--- src/rtl/auto_threshold_ctrl.sv ---
// Purpose: per-frame mean-gray auto threshold for the binarizer, plus white-pixel area per frame.
// Latency: THRESHOLD/TH_UPDATE load on the 10th clk_i edge after the edge that samples frame_start_i.
// Backpressure: none; the pixel stream is consumed every cycle and cannot be stalled.
//
// Ports:
//   clk_i, rst_ni         pixel clock, asynchronous active-low reset
//   frame_start_i         one-cycle frame strobe from VGA timing
//   pixel_valid_i         active-video qualifier for gray_i/binary_flag_i
//   gray_i[7:0]           gray level of the current pixel
//   binary_flag_i         binarizer decision for the current pixel
//   manual_en_i           1 = threshold follows manual_th_i every cycle
//   manual_th_i[7:0]      manual threshold
//   threshold_o[7:0]      registered threshold to the binarizer
//   th_update_o           one-cycle pulse when threshold_o is loaded by the auto path
//   mean_o[7:0]           mean gray of the last completed frame
//   white_count_o         white-pixel count of the last completed frame
//   busy_o                high while the divider or update step is running
module auto_threshold_ctrl #(
  parameter int                 CNT_W   = 22,
  parameter logic signed [8:0]  OFFSET  = 9'sd0,
  parameter logic        [7:0]  INIT_TH = 8'd128
) (
  input  logic             clk_i,
  input  logic             rst_ni,
  input  logic             frame_start_i,
  input  logic             pixel_valid_i,
  input  logic [7:0]       gray_i,
  input  logic             binary_flag_i,
  input  logic             manual_en_i,
  input  logic [7:0]       manual_th_i,
  output logic [7:0]       threshold_o,
  output logic             th_update_o,
  output logic [7:0]       mean_o,
  output logic [CNT_W-1:0] white_count_o,
  output logic             busy_o
);

  localparam int                SW      = CNT_W + 8;
  localparam logic [CNT_W-1:0]  PIX_MAX = '1;
  localparam logic signed [9:0] OFF10   = 10'(OFFSET);

  typedef enum logic [1:0] {IDLE, ACCUM, DIVIDE, UPDATE} state_e;

  state_e           state_q, state_d;
  logic [CNT_W-1:0] pix_cnt_q, white_cnt_q, white_count_q;
  logic [SW-1:0]    sum_q, rem_q, dsr_q;
  logic [7:0]       quo_q, threshold_q, mean_q;
  logic [2:0]       step_q;
  logic             div_go_q, th_update_q;

  logic             frame_end;
  logic signed [9:0] t_raw;
  logic [7:0]       t_clamp;

  // Next state. A frame boundary seen in ACCUM latches the operands and sets
  // div_go_q; the divider then starts on the following cycle. Strobes that
  // arrive while a division is pending or running discard the ended frame.
  always_comb begin
    state_d   = state_q;
    frame_end = 1'b0;
    case (state_q)
      IDLE:   if (frame_start_i) state_d = ACCUM;
      ACCUM: begin
        if (div_go_q) state_d = DIVIDE;
        else          frame_end = frame_start_i;
      end
      DIVIDE: if (step_q == 3'd7) state_d = UPDATE;
      UPDATE: state_d = ACCUM;
      default: state_d = IDLE;
    endcase
  end

  // quotient + offset, clamped to 0..255 (range fits 10-bit signed).
  always_comb begin
    t_raw = $signed({2'b00, quo_q}) + OFF10;
    if (t_raw[9])      t_clamp = 8'd0;
    else if (t_raw[8]) t_clamp = 8'd255;
    else               t_clamp = t_raw[7:0];
  end

  always_ff @(posedge clk_i or negedge rst_ni) begin
    if (!rst_ni) begin
      state_q       <= IDLE;
      pix_cnt_q     <= '0;
      white_cnt_q   <= '0;
      sum_q         <= '0;
      white_count_q <= '0;
      rem_q         <= '0;
      dsr_q         <= '0;
      quo_q         <= '0;
      step_q        <= '0;
      div_go_q      <= 1'b0;
      threshold_q   <= INIT_TH;
      mean_q        <= '0;
      th_update_q   <= 1'b0;
    end else begin
      state_q <= state_d;

      // Accumulators: a valid pixel on the strobe cycle opens the new frame.
      if (frame_start_i) begin
        pix_cnt_q   <= pixel_valid_i ? CNT_W'(1) : '0;
        sum_q       <= pixel_valid_i ? SW'(gray_i) : '0;
        white_cnt_q <= pixel_valid_i ? CNT_W'(binary_flag_i) : '0;
      end else if (state_q != IDLE && pixel_valid_i && pix_cnt_q != PIX_MAX) begin
        pix_cnt_q   <= pix_cnt_q + CNT_W'(1);
        sum_q       <= sum_q + SW'(gray_i);
        white_cnt_q <= white_cnt_q + CNT_W'(binary_flag_i);
      end

      // Frame close: divisor pre-shifted by 7 so the first step yields quotient bit 7.
      div_go_q <= 1'b0;
      if (frame_end) begin
        white_count_q <= white_cnt_q;
        if (pix_cnt_q != '0) begin
          rem_q    <= sum_q;
          dsr_q    <= {1'b0, pix_cnt_q, 7'd0};
          div_go_q <= 1'b1;
        end
      end

      // Restoring division, one quotient bit per cycle, MSB first.
      if (state_q == DIVIDE) begin
        if (rem_q >= dsr_q) begin
          rem_q <= rem_q - dsr_q;
          quo_q <= {quo_q[6:0], 1'b1};
        end else begin
          quo_q <= {quo_q[6:0], 1'b0};
        end
        dsr_q  <= dsr_q >> 1;
        step_q <= step_q + 3'd1;
      end else begin
        step_q <= '0;
      end

      if (state_q == UPDATE) mean_q <= quo_q;

      th_update_q <= (state_q == UPDATE) && !manual_en_i;
      if (manual_en_i)             threshold_q <= manual_th_i;
      else if (state_q == UPDATE)  threshold_q <= t_clamp;
    end
  end

  assign threshold_o   = threshold_q;
  assign th_update_o   = th_update_q;
  assign mean_o        = mean_q;
  assign white_count_o = white_count_q;
  assign busy_o        = (state_q == DIVIDE) || (state_q == UPDATE);

endmodule

--- config.mk ---
export PLATFORM = sky130hd
export DESIGN_NAME = auto_threshold_ctrl
export DESIGN_NICKNAME = d
export VERILOG_FILES = /design/src/rtl/auto_threshold_ctrl.sv
export SDC_FILE = /design/constraint.sdc
export NUM_CORES = 1
export LEC_CHECK = 0
export ABC_AREA = 1
export CAP_MARGIN = 10
export CORE_ASPECT_RATIO = 0.7
export CORE_MARGIN = 8
export CORE_UTILIZATION = 35
export CTS_CLUSTER_SIZE = 30
export DETAILED_ROUTE_END_ITERATION = 8
export HOLD_SLACK_MARGIN = 0.08
export PLACE_DENSITY = 0.5
export SETUP_SLACK_MARGIN = 0.3
export SLEW_MARGIN = 20
export SYNTH_ARGS = -nofsm -noshare
export SYNTH_HDL_FRONTEND = slang
export SYNTH_SLANG_ARGS = --single-unit
--- constraint.sdc ---
create_clock -name clk_i -period 2.3 [get_ports clk_i]
set_input_delay 0.69 -clock clk_i [delete_from_list [all_inputs] [get_ports clk_i]]
set_output_delay 0.69 -clock clk_i [all_outputs]
set_load 0.02 [all_outputs]
== Word level (Yosys, flattened, before mapping) ==
Index checks and enable logic that the tools add are counted.
W data, S select, Z words.

* Register bits: 187
* Output and inout bits: 40

* Add/sub/neg operators: 5
* $lt $le $gt $ge: 1
* Eq/ne operators: 8
* Mux-type cells: 28
* Reductions and logical operators: 14

{| class="wikitable"
|+ Operators by type and width
! operator !! number
|-
| $mux W30 || 9
|-
| $mux W22 || 4
|-
| $add A30 B8 Y30 || 1
|-
| $ge A30 B30 Y1 || 1
|-
| $sub A30 B30 Y30 || 1
|-
| $mux W8 || 3
|-
| $add A22 B1 Y22 || 1
|-
| $add A22 B1 Y22 const B || 1
|-
| $ne A22 B22 Y1 const B || 1
|-
| $reduce_bool A22 Y1 || 1
|-
| $reduce_bool A2 Y1 || 5
|-
| $pmux W2 S4 || 1
|-
| $mux W1 || 7
|-
| $mux W2 || 3
|-
| $ne A2 B2 Y1 const B || 3
|-
| $eq A2 B2 Y1 const B || 2
|-
| $add A3 B1 Y3 const B || 1
|-
| $eq A3 B3 Y1 const B || 1
|-
| $logic_and A1 B1 Y1 || 3
|-
| $mux W3 || 1
|-
| $reduce_and A3 Y1 || 1
|-
| $eq A2 B1 Y1 const B || 1
|-
| $logic_not A2 Y1 || 1
|-
| $reduce_and A2 Y1 || 1
|-
| 2 further kinds || 2
|}

== Depth between registers and ports, before layout ==
* Depth in word-level cells: 5
* Gate-level depth with buffers: 16

== Worst setup path after synthesis ==
Ideal clock, no wire load.

* Kind: input to register
* Start: input gray_i[0]
* End: register sum_q[10]
* Arrival: 2.052 ns
* Data required time: 2.170 ns
* Slack: 0.118 ns
* Stages on the path: 10
* Cells stage by stage: ha_1 > fa_1 > nand2_1 > o21ai_0 > nand2_1 > nand2_1 > nand2_1 > nand2_1 > nand4_1 > o21ai_1

* Longest elaborated chain between the ends: 3

{| class="wikitable"
|+ Ends and longest elaborated chain
! element !! RTL line !! RTL
|-
| start, declared || 27 || <nowiki>input logic [7:0] gray_i,</nowiki>
|-
| $add A30 B8 Y30 || 106 || <nowiki>sum_q <= sum_q + SW'(gray_i);</nowiki>
|-
| $mux W30 || 104 || <nowiki>end else if (state_q != IDLE && pixel_valid_i && pix_cnt_q != PIX_MAX) begin</nowiki>
|-
| $mux W30 || 100 || <nowiki>if (frame_start_i) begin</nowiki>
|-
| end signal, assigned || 102 || <nowiki>sum_q <= pixel_valid_i ? SW'(gray_i) : '0;</nowiki>
|-
| end signal, assigned || 106 ||
|-
| end, declared || 46 || <nowiki>logic [SW-1:0] sum_q, rem_q, dsr_q;</nowiki>
|}

No other way between the ends. The select of a mux whose other input is x is not followed.
A chain may end at the register's enable or synchronous reset.

== Worst setup path after layout ==
* Start: register dsr_q[0]
* End: register rem_q[2]

* Longest elaborated chain between the ends: 3
* Elaborated cells on any way between the ends: 4

{| class="wikitable"
|+ Ends and longest elaborated chain
! element !! RTL line !! RTL
|-
| start, declared || 46 ||
|-
| start signal, assigned || 116 || <nowiki>dsr_q <= {1'b0, pix_cnt_q, 7'd0};</nowiki>
|-
| start signal, assigned || 129 || <nowiki>dsr_q <= dsr_q >> 1;</nowiki>
|-
| $sub A30 B30 Y30 or $ge A30 B30 Y1 (tied branches) || 124, 123 ||
|-
| $mux W30 * || 123 || <nowiki>if (rem_q >= dsr_q) begin</nowiki>
|-
| $mux W30 * || 122 || <nowiki>if (state_q == DIVIDE) begin</nowiki>
|-
| end signal, assigned || 115 || <nowiki>rem_q <= sum_q;</nowiki>
|-
| end signal, assigned || 124 || <nowiki>rem_q <= rem_q - dsr_q;</nowiki>
|-
| end, declared || 46 ||
|}

Mark *: on every way between the ends. The rest lies on a longest branch, timed or not.

==> flow_metrics.env <==
export IMPL_status="finished, final reports clean"
export IMPL_synth_mux_area_frac=0
export IMPL_cp_num_buf_inv=4
export IMPL_p_comb_frac=0.636
export IMPL_cp_required_ns=2.70
export IMPL_post_drt_wl_per_cell_um=16.8
export IMPL_power_density_nw_per_um2=1330
export IMPL_final_cell_area_um2=16300
export IMPL_core_um2=34700
export IMPL_grt_pass1_wl_um=65700
export IMPL_placed_area_um2=14300
export IMPL_yosysMostFrequentCell="nand2_1"
export IMPL_top_level_ports=62
export IMPL_start_util=0.356
export IMPL_slew_viol_final=0
export IMPL_ir_worst_vdd_mv=0.771
export IMPL_hold_violations=0
export IMPL_cp_common_cell="nand2_2"
export IMPL_yosys_warnings=0
export IMPL_via_per_inst=5.00
export IMPL_leakage_nw=8.21
export IMPL_startpoint_type="flip-flop"
export IMPL_finalSetupViolations=0
export IMPL_p_total_mw=21.7
export IMPL_antenna_left=0
export IMPL_synth_top_family_by_area="simple AND/OR/NAND/NOR gates"
export IMPL_synth_top_cell_area_share=0.375
export IMPL_htree_num_levels=4
export IMPL_p_sw_mw=10.2
export IMPL_critPathKind="flip-flop to flip-flop"
export IMPL_gp_congestion=0.962
export IMPL_slew_headroom=0.670
export IMPL_final_util=0.469
export IMPL_drc=0
export IMPL_seq_area_um2=4660
export IMPL_end_kind="flip-flop"
export IMPL_vias=12600
export IMPL_min_period_ns=2.12
export IMPL_die_area_um2=41700
export IMPL_cts_buffers=17
export IMPL_arrival_ns=2.51
export IMPL_clk_pin_slew_worst_paths_ns=0.07
export IMPL_p_int_mw=11.5
export IMPL_rsz0062_at_grt="yes"
export IMPL_cts_root_buf="clkbuf_16"
export IMPL_grtUsageMet1=0.313
export IMPL_cpPeakStageDelay_ns=0.41
export IMPL_yosys_top_cells_area="dfrtp_1 (37%), nand2_1 (19%), inv_1 (7.8%)"
export IMPL_clkPwrFrac=0.140
export IMPL_cts_tree="built"
export IMPL_grt_usage=0.199
export IMPL_final_nets=2109
export IMPL_yosys_top_cells_count="nand2_1 (632), inv_1 (257), dfrtp_1 (185)"
export IMPL_wl_um=42500
export IMPL_synth_compound_area_frac=0.0954
export IMPL_grt_pass1_vias=11600
export IMPL_hold_path_class="primary input to asynchronous set/reset pin"
export IMPL_cts_buffer_depth=2
export IMPL_first_iter_violations=1166
export IMPL_fmax_ghz=0.472
export IMPL_synthFlopType="dfrtp_1"
export IMPL_cp_max_fo=8
export IMPL_clock_skew_ns=0.0139
export IMPL_antenna_found_initial=1
export IMPL_fin_hold_ws_ns=0.178
export IMPL_synth_area_per_cell_um2=6.70
export IMPL_sequentialPowerShare=0.224
export IMPL_maxCapViolCount=0
export IMPL_busiest_layer="met1"
export IMPL_clk_latency_ns=0.46
export IMPL_grt_util_met3=0.0521
export IMPL_dr_pass1_iters=5
export IMPL_synth_adder_area_share=0.0508
export IMPL_grt_ovfl_total=0
export IMPL_dpl_worst_slack_ns=-0.391
export IMPL_drive_above_1_share=0.201
export IMPL_finalCritPeriodShare=0.920
export IMPL_worstMarginPinSlew_ns=0.492
export IMPL_use_met2=0.265
export IMPL_path_delay_family="simple AND/OR/NAND/NOR gates"
export IMPL_cts_sinks=186
export IMPL_post_synth_and_or_nand_nor_area_fraction=0.349
export IMPL_syn_to_final_growth_pct=31.9
export IMPL_grt_max_degree=70
export IMPL_port_buffers=61
export IMPL_nFillCells=3600
export IMPL_async_reset_ff_frac=1.00
export IMPL_multi_input_area_um2=7330
export IMPL_ys_seq_elements=186
export IMPL_crit_chain="ha_4 -> fa_2 -> inv_2 -> nand3_2 -> nand3_4 -> nand2_2 -> nand2_2 -> nand2_2 -> nand3_4 -> buf_6 -> buf_12 -> buf_16 -> nand3_2 -> nand2_1"
export IMPL_setup_slack_ns=0.183
export IMPL_die_w_um=241
export IMPL_ys_types=40
export IMPL_synth_seq_area_share=0.377
export IMPL_syn_nets=1916
export IMPL_die_y_um=173
export IMPL_synth_xor_area_share=0.0241
export IMPL_detailed_place_hpwl_um=32000
export IMPL_postSynthCellCount=1845
export IMPL_syn_area_um2=12400
export IMPL_slowest_stage="dfrtp_1"
export IMPL_synth_edf_count=0
export IMPL_placementRows=57
export IMPL_swShare=0.470
export IMPL_synth_largest_area_cell="dfrtp_1"
-- worst paths after layout --
path	startpoint	end	slack, ns	cells past startpoint
max in group asynchronous	rst_ni	threshold_o[0]	1.43	2
setup / recovery	dsr_q[0]	rem_q[2]	0.18	14
hold reg to reg	step_q[0]	step_q[0]	0.45	1
hold / removal	rst_ni	pix_cnt_q[11]	0.18	1
min in group clk_i	step_q[0]	step_q[0]	0.45	1
setup reg to reg	dsr_q[0]	rem_q[2]	0.18	14
-- flip-flops by register name (all words and copies together), names as in the netlist --
register       flops
state_q            2
dsr_q             29
threshold_o        8
white_count_o     22
step_q             3
rem_q             30
th_update_o        1
pix_cnt_q         22
mean_o             8
white_cnt_q       22
div_go_q           1
sum_q             30
quo_q              8
-- stage by stage --
| step | instances | TNS [ns] |
|---|---|---|
| 2_1_floorplan | 1845 | 0 |
| 3_3_place_gp | 2436 | -11.41 |
| 3_5_place_dp | 2436 | -13.77 |
| 4_1_cts | 2488 | 0 |
| 5_1_grt | 2524 | 0 |
| 6_report | 2524 | 0 |
-- power groups by stage --
stage / Sequential [mW] / Combinational, mW / Clock, mW
after detailed placement: 4.85 / 11.0 / 0
after global placement: 4.84 / 11.0 / 0
final: 4.87 / 13.8 / 3.04
after floorplan: 4.81 / 6.78 / 0
after CTS: 4.82 / 12.1 / 3.11
after global routing: 4.97 / 15.3 / 3.26
-- metal layers --
layer,vias to the layer above,part of all wire
li1,6272,-
met1,5963,0.52
met2,354,0.40
met3,19,0.071
met4,0,0.0078
met5,-,0
-- area by class of cell --
| type | count | area share |
|---|---|---|
| well taps | 472 | 0.0363 |
| repair buffers | 233 | 0.131 |
| multi-input cells | 1336 | 0.450 |
| flip-flops and latches | 186 | 0.286 |
| clock buffers | 18 | 0.0270 |
| diodes | 1 | 0.000154 |
| inverters | 264 | 0.0608 |
| clock inverters | 14 | 0.00914 |
-- logic make-up after synthesis --
group	Yosys count
and+or+nand+nor	1032
xor gates and xnor gates	34
adders and majority gates	49
DFF	186
AOI/OAI and AO/OA	220
buffers and inverters	324
-- cells in the final DEF (no fill, tap or decap), types with 5 or more instances in the layout --
| master | Yosys | layout |
|---|---|---|
| nand3b_1 | 5 | 5 |
| nand3_2 | 0 | 21 |
| dfrtp_1 | 185 | 180 |
| buf_6 | 3 | 8 |
| clkdlybuf4s50_1 | 0 | 12 |
| nand2_1 | 632 | 572 |
| a31oi_1 | 8 | 8 |
| nor2_2 | 1 | 19 |
| o21ai_0 | 83 | 80 |
| a21oi_2 | 0 | 10 |
| o22ai_1 | 6 | 6 |
| dfrtp_2 | 0 | 5 |
| nor3_2 | 1 | 7 |
| a22oi_1 | 7 | 7 |
| nand2_4 | 1 | 6 |
| inv_2 | 4 | 27 |
| buf_12 | 0 | 14 |
| ha_2 | 0 | 5 |
| dlymetal6s2s_1 | 0 | 5 |
| xor2_1 | 31 | 29 |
| nand4_1 | 64 | 64 |
| nor3_1 | 29 | 22 |
| ha_4 | 0 | 28 |
| nor2_1 | 153 | 133 |
| dlygate4sd2_1 | 0 | 41 |
| ha_1 | 47 | 14 |
| nand2_2 | 2 | 55 |
| inv_6 | 0 | 5 |
| a21oi_1 | 75 | 64 |
| nand3_1 | 133 | 110 |
| o31ai_1 | 11 | 11 |
| inv_1 | 257 | 236 |
| clkbuf_16 | 0 | 19 |
| o21ai_1 | 24 | 26 |
| buf_4 | 5 | 148 |
-- repair_timing --
action                     4_1_cts  5_1_grt
hold buffers                     0        0
setup buffers                   18       33
gates resized for setup        134      137
hold endpoints to repair         0        0
pin swaps                       44       46
setup endpoints to repair      174      135
cloned                           2        2
Note: power is estimated with default switching activity, not from simulation.
==> RTL edit 1, RTL diff (config.mk and constraints unchanged) <==
`CNT_W`: 22 -> 24.
--- a/src/rtl/auto_threshold_ctrl.sv
+++ b/src/rtl/auto_threshold_ctrl.sv
@@ -17,5 +17,5 @@
 //   busy_o                high while the divider or update step is running
 module auto_threshold_ctrl #(
-  parameter int                 CNT_W   = 22,
+  parameter int                 CNT_W   = 24,
   parameter logic signed [8:0]  OFFSET  = 9'sd0,
   parameter logic        [7:0]  INIT_TH = 8'd128
Ports: changed (resized white_count_o); port bits go from 62 to 64. The function was not compared with the original's and may differ.
==> RTL edit 1 against the original RTL <==
- setup slack worse by 0.13 ns
- sequential power is 4% higher
- combinational power hardly changed
- final area is 4.8% higher
- synthesized area is 5.9% higher
- sequential cell count is 12 higher
- total power is 1.1% higher
- wire length is 5.4% higher
- clock skew is 0.0015 ns higher
- non-clock buffer count is 2 lower
- critical endpoint is now rem_q[26]
- largest power group unchanged
==> RTL edit 1: results (changes against the original RTL) <==
* Detailed Place HPWL at 33800 um (+5.7%)
* Gr usage total at 20.0% (+0.18 points)
* Die width at 247 um (+2.7%)
* Netlist cell types at 44 (+10%)
* Initial antenna violation count at 0 (-1)
* Share of layout cells above drive strength 1 at 17.5% (-2.6 points)
* Worst setup path start: dsr_q[0]
* Psw at 0.0104 W (+2.2%)
* Sequential cell area fraction in the yosys report at 37.9% (+0.20 points)
* Slowest CP cell: dfrtp_1
* Worst vdd ir at 852 uV (+10%)
* Top cells by area, synth: dfrtp_1 38%, nand2_1 20%, inv_1 8.7%
* Worst rel slew slack at 50.6% (-16 points)
* NumNets Final at 2246 (+6.5%)
* Pre-Repair DR Iteration Count at 6 (+1)
* Synth warnings at 0 (unchanged)
* Drt via density at 4.94 (-1.2%)
* Clk pin slew, worst setup/hold paths at 0.08 ns
* GP Congestion at 0.938 (-2.6%)
* CTS HTree Levels at 4 (unchanged)
* Root buffer cell: clkbuf_16
* Inserted Clock Buffers at 17 (unchanged)
* Reg2reg end: rem_q[26]
* DRT iter0 DRCs at 1234 (+5.8%)
* Worst skew pair latency at 0.46 ns (about the same)
* Largest fanout on the critical path at 6 (-2)
* Fill cells at 3760 (+4.4%)
* CP endpoint kind: flop
* Syn_nets at 2051 (+7.0%)
* Port bufs at 63 (+3.3%)
* Clock buffer depth at 2 (unchanged)
* Max stage delay on crit path at 0.41 ns (about the same)
* Post-Place Worst Slack at -0.491 ns (-0.101 ns)
* Outcome: finished clean
* Worst Path Arrival at 2.60 ns (+0.09 ns)
* Setup Skew at 0.0154 ns (+0.00154 ns)
* Largest regs: rem_q x32, sum_q x32, dsr_q x31
* First-pass GRT wire length at 69400 um (+5.5%)
* HP Class: input port to asynchronous set/reset pin
* Lkg Pwr at 8.86 nW (+7.9%)
* CP delay by family, top: simple AND/OR/NAND/NOR gates
* Reg2reg path depth at 15 (+1)
* Largest net degree at the start of global routing at 63 (-10%)
* Vias in the first global route at 12100 (+4.8%)
* Final Worst Setup Slack at 0.0505 ns (-0.133 ns)
* Asr flop ratio synth at 100% (unchanged)
* Wire length per cell at 16.8 um (-0.49%)
* ANT cells at 0 (-1)
* List of most frequent post-synthesis cells: 687 x nand2_1, 303 x inv_1, 197 x dfrtp_1, 183 x nor2_1, 120 x nand3_1
==> RTL edit 1: cell types whose count changed after synthesis, sizes merged, moves of 7 or more <==
cell    change
a21oi      +20
and2        +7
clkbuf      -8
dfrtp      +12
inv        +44
nand2      +57
nand3      -12
nand4      -18
nor2       +32
o31ai       -9
xor2       -10
==> RTL edit 1: how the worst min path moves through the flow <==
stage	startpoint	end	slack, ns	cells after the start
3_3_place_gp	step_q[0]	step_q[0]	0.43	1
5_1_grt	rst_ni	pix_cnt_q[14]	0.14	1
4_1_cts	rst_ni	pix_cnt_q[14]	0.13	1
2_1_floorplan	rst_ni	div_go_q	0.39	0
6_report	rst_ni	pix_cnt_q[14]	0.13	1
3_5_place_dp	step_q[0]	step_q[0]	0.43	1
==> RTL edit 1: layout make-up <==
type / instances / share of cell area (%)
Clock buffer: 18 / 2.52
Clock inverter: 14 / 0.946
Inverter: 309 / 6.91
Multi-Input combinational cell: 1416 / 43.8
Sequential cell: 198 / 29.1
Tap cell: 488 / 3.58
Timing Repair Buffer: 231 / 13.1
==> RTL edit 1: cells by family after synthesis <==
group                      count (synthesis)  synth area share [%]
and+or+nand+nor                         1103                  34.9
xor gates and xnor gates                  22                  1.47
buffers and inverters                    364                  11.0
AOI/OAI and AO/OA                        240                  9.72
adders and majority gates                 51                  4.99
DFF                                      198                  37.9
==> RTL edit 1: through the flow <==
| stage | instances | power [W] | instance area [um2] | TNS [ns] | util [%] |
|---|---|---|---|---|---|
| after floorplan | 1978 | 0.0125 | 13100 | 0 | - |
| after global placement | 2618 | 0.0173 | 15300 | -23.18 | 41.5 |
| after detailed placement | 2618 | 0.0174 | 15300 | -25.06 | 41.5 |
| after CTS | 2660 | 0.0212 | 16300 | 0 | 44.1 |
| after global routing | 2674 | 0.0238 | 17100 | -0.658 | 46.1 |
| final | 2674 | 0.0220 | 17100 | 0 | 46.1 |
==> RTL edit 1: repair_timing <==
item                       CTS  global route
cloned                       3             5
pin swaps                   10            25
setup buffers                7             9
setup endpoints to repair  142           144
gates resized for setup    129           155
==> RTL edit 1: power groups by stage <==
stage	Sequential, W	Combinational (W)	Clock (W)
floorplan	0.00507	0.00739	0
global placement	0.00507	0.0122	0
detailed placement	0.00509	0.0123	0
CTS	0.00505	0.0129	0.00320
global route	0.00518	0.0153	0.00334
finish	0.00507	0.0138	0.00314
==> RTL edit 1: metal layers <==
metal  vias to the layer above  part of all wire [%]  GRT usage [%]
met3                        22                   7.5           4.38
met5                         -                     0              0
li1                       6612                     -              -
met1                      6216                    52           31.4
met2                       353                    39           27.5
met4                         0                   1.1           3.80
==> RTL edit 2, RTL diff (config.mk and constraints unchanged) <==
Without the edit above. Reset style: synchronous (`rst_ni`), changed in one clocked block. Comments in the files are not updated.
--- a/src/rtl/auto_threshold_ctrl.sv
+++ b/src/rtl/auto_threshold_ctrl.sv
@@ -79,5 +79,5 @@
   end
 
-  always_ff @(posedge clk_i or negedge rst_ni) begin
+  always_ff @(posedge clk_i) begin
     if (!rst_ni) begin
       state_q       <= IDLE;
Formal check against the unedited RTL: differs if rst_ni is asserted again (counterexample within 4 cycles, from zero or initial values and one cycle with rst_ni low); with rst_ni held inactive, the same outputs for 10 cycles.
==> RTL edit 2 against the original RTL <==
- synthesized area decreased by 10%
- largest cell class unchanged
- wire length is 12% lower
- count of clock-buffer cells in the layout is 1 lower
- setup slack gained 0.011 ns
- sequential power down 16%
- final area down 8.7%
- sequential cell count unchanged
- total power is 0.15% lower
==> RTL edit 2: results (changes against the original RTL) <==
* Clock buffers at 17 (-1)
* Post-Synthesis Cells at 1734 (-6.0%)
* Outcome: finished clean
* Drt via density at 4.93 (-1.3%)
* Post-cts gate resize count at 162 (+21%)
* Placed cell area at 0.0129 mm2 (-10%)
* Non-clock buffer share of cell area at 12.0% (-1.1 points)
* Clk cell area share at 4.08% (+0.47 points)
* Die width at 229 um (-5.0%)
* Asr flop ratio synth at 0% (-100 points)
* First-pass GRT wire length at 57900 um (-12%)
* Worst Path Arrival at 2.46 ns (-0.05 ns)
* List of most frequent post-synthesis cells: 469 x nand2_1, 252 x nor2_1, 205 x inv_1, 186 x dfxtp_1, 117 x o21ai_0
* Post-Place Worst Slack at -0.443 ns (-0.0526 ns)
* Worst vdd ir at 844 uV (+9.5%)
* Metal3 WL at 1550 um (-49%)
* Netlist cell types at 46 (+15%)
* DRT met1 WL at 19900 um (-10%)
* Syn_nets at 1805 (-5.8%)
* Vias in the first global route at 10500 (-9.6%)
* Inverters at 221 (-16%)
* Multi-input gates at 1274 (-4.6%)
* Detailed Place HPWL at 28400 um (-11%)
* Worst Tran Pin Value at 0.503 ns (+0.0109 ns)
* RR Startpoint: dsr_q[11]
* Sw Share at 48.4% (+1.4 points)
* ANT cells at 0 (-1)
* DRT iter0 DRCs at 826 (-29%)
* GR Util met3 at 3.21% (-2.0 points)
* Reg2reg path depth at 15 (+1)
* Slowest CP cell: dfxtp_2
* Area of the multi-input gates at 0.00729 mm2 (-0.53%)
[RTL edit 2: cell count changes after synthesis, sizes merged, moves of 14 or more]
cell and delta:
dfxtp +186, a21oi +34, o211ai +14, nand4 -33, nor2 +105, nand3 -26
dfrtp -185, inv -48, o21ai +15, nand2 -155
[RTL edit 2: power by group through the flow]
stage | clock network (W) | registers, W | logic, W
floorplan | 0 | 0.00407 | 0.00724
global placement | 0 | 0.00402 | 0.0110
detailed placement | 0 | 0.00402 | 0.0110
CTS | 0.00320 | 0.00400 | 0.0122
global route | 0.00333 | 0.00413 | 0.0161
finish | 0.00312 | 0.00408 | 0.0145
[RTL edit 2: logic make-up after synthesis]
logic type / after synthesis / synth area share, %
buf+inv: 274 / 10.2
xor+xnor: 24 / 1.90
fa+ha+maj: 49 / 5.68
flops: 186 / 33.6
compound gates: 273 / 13.4
simple gates: 928 / 35.1
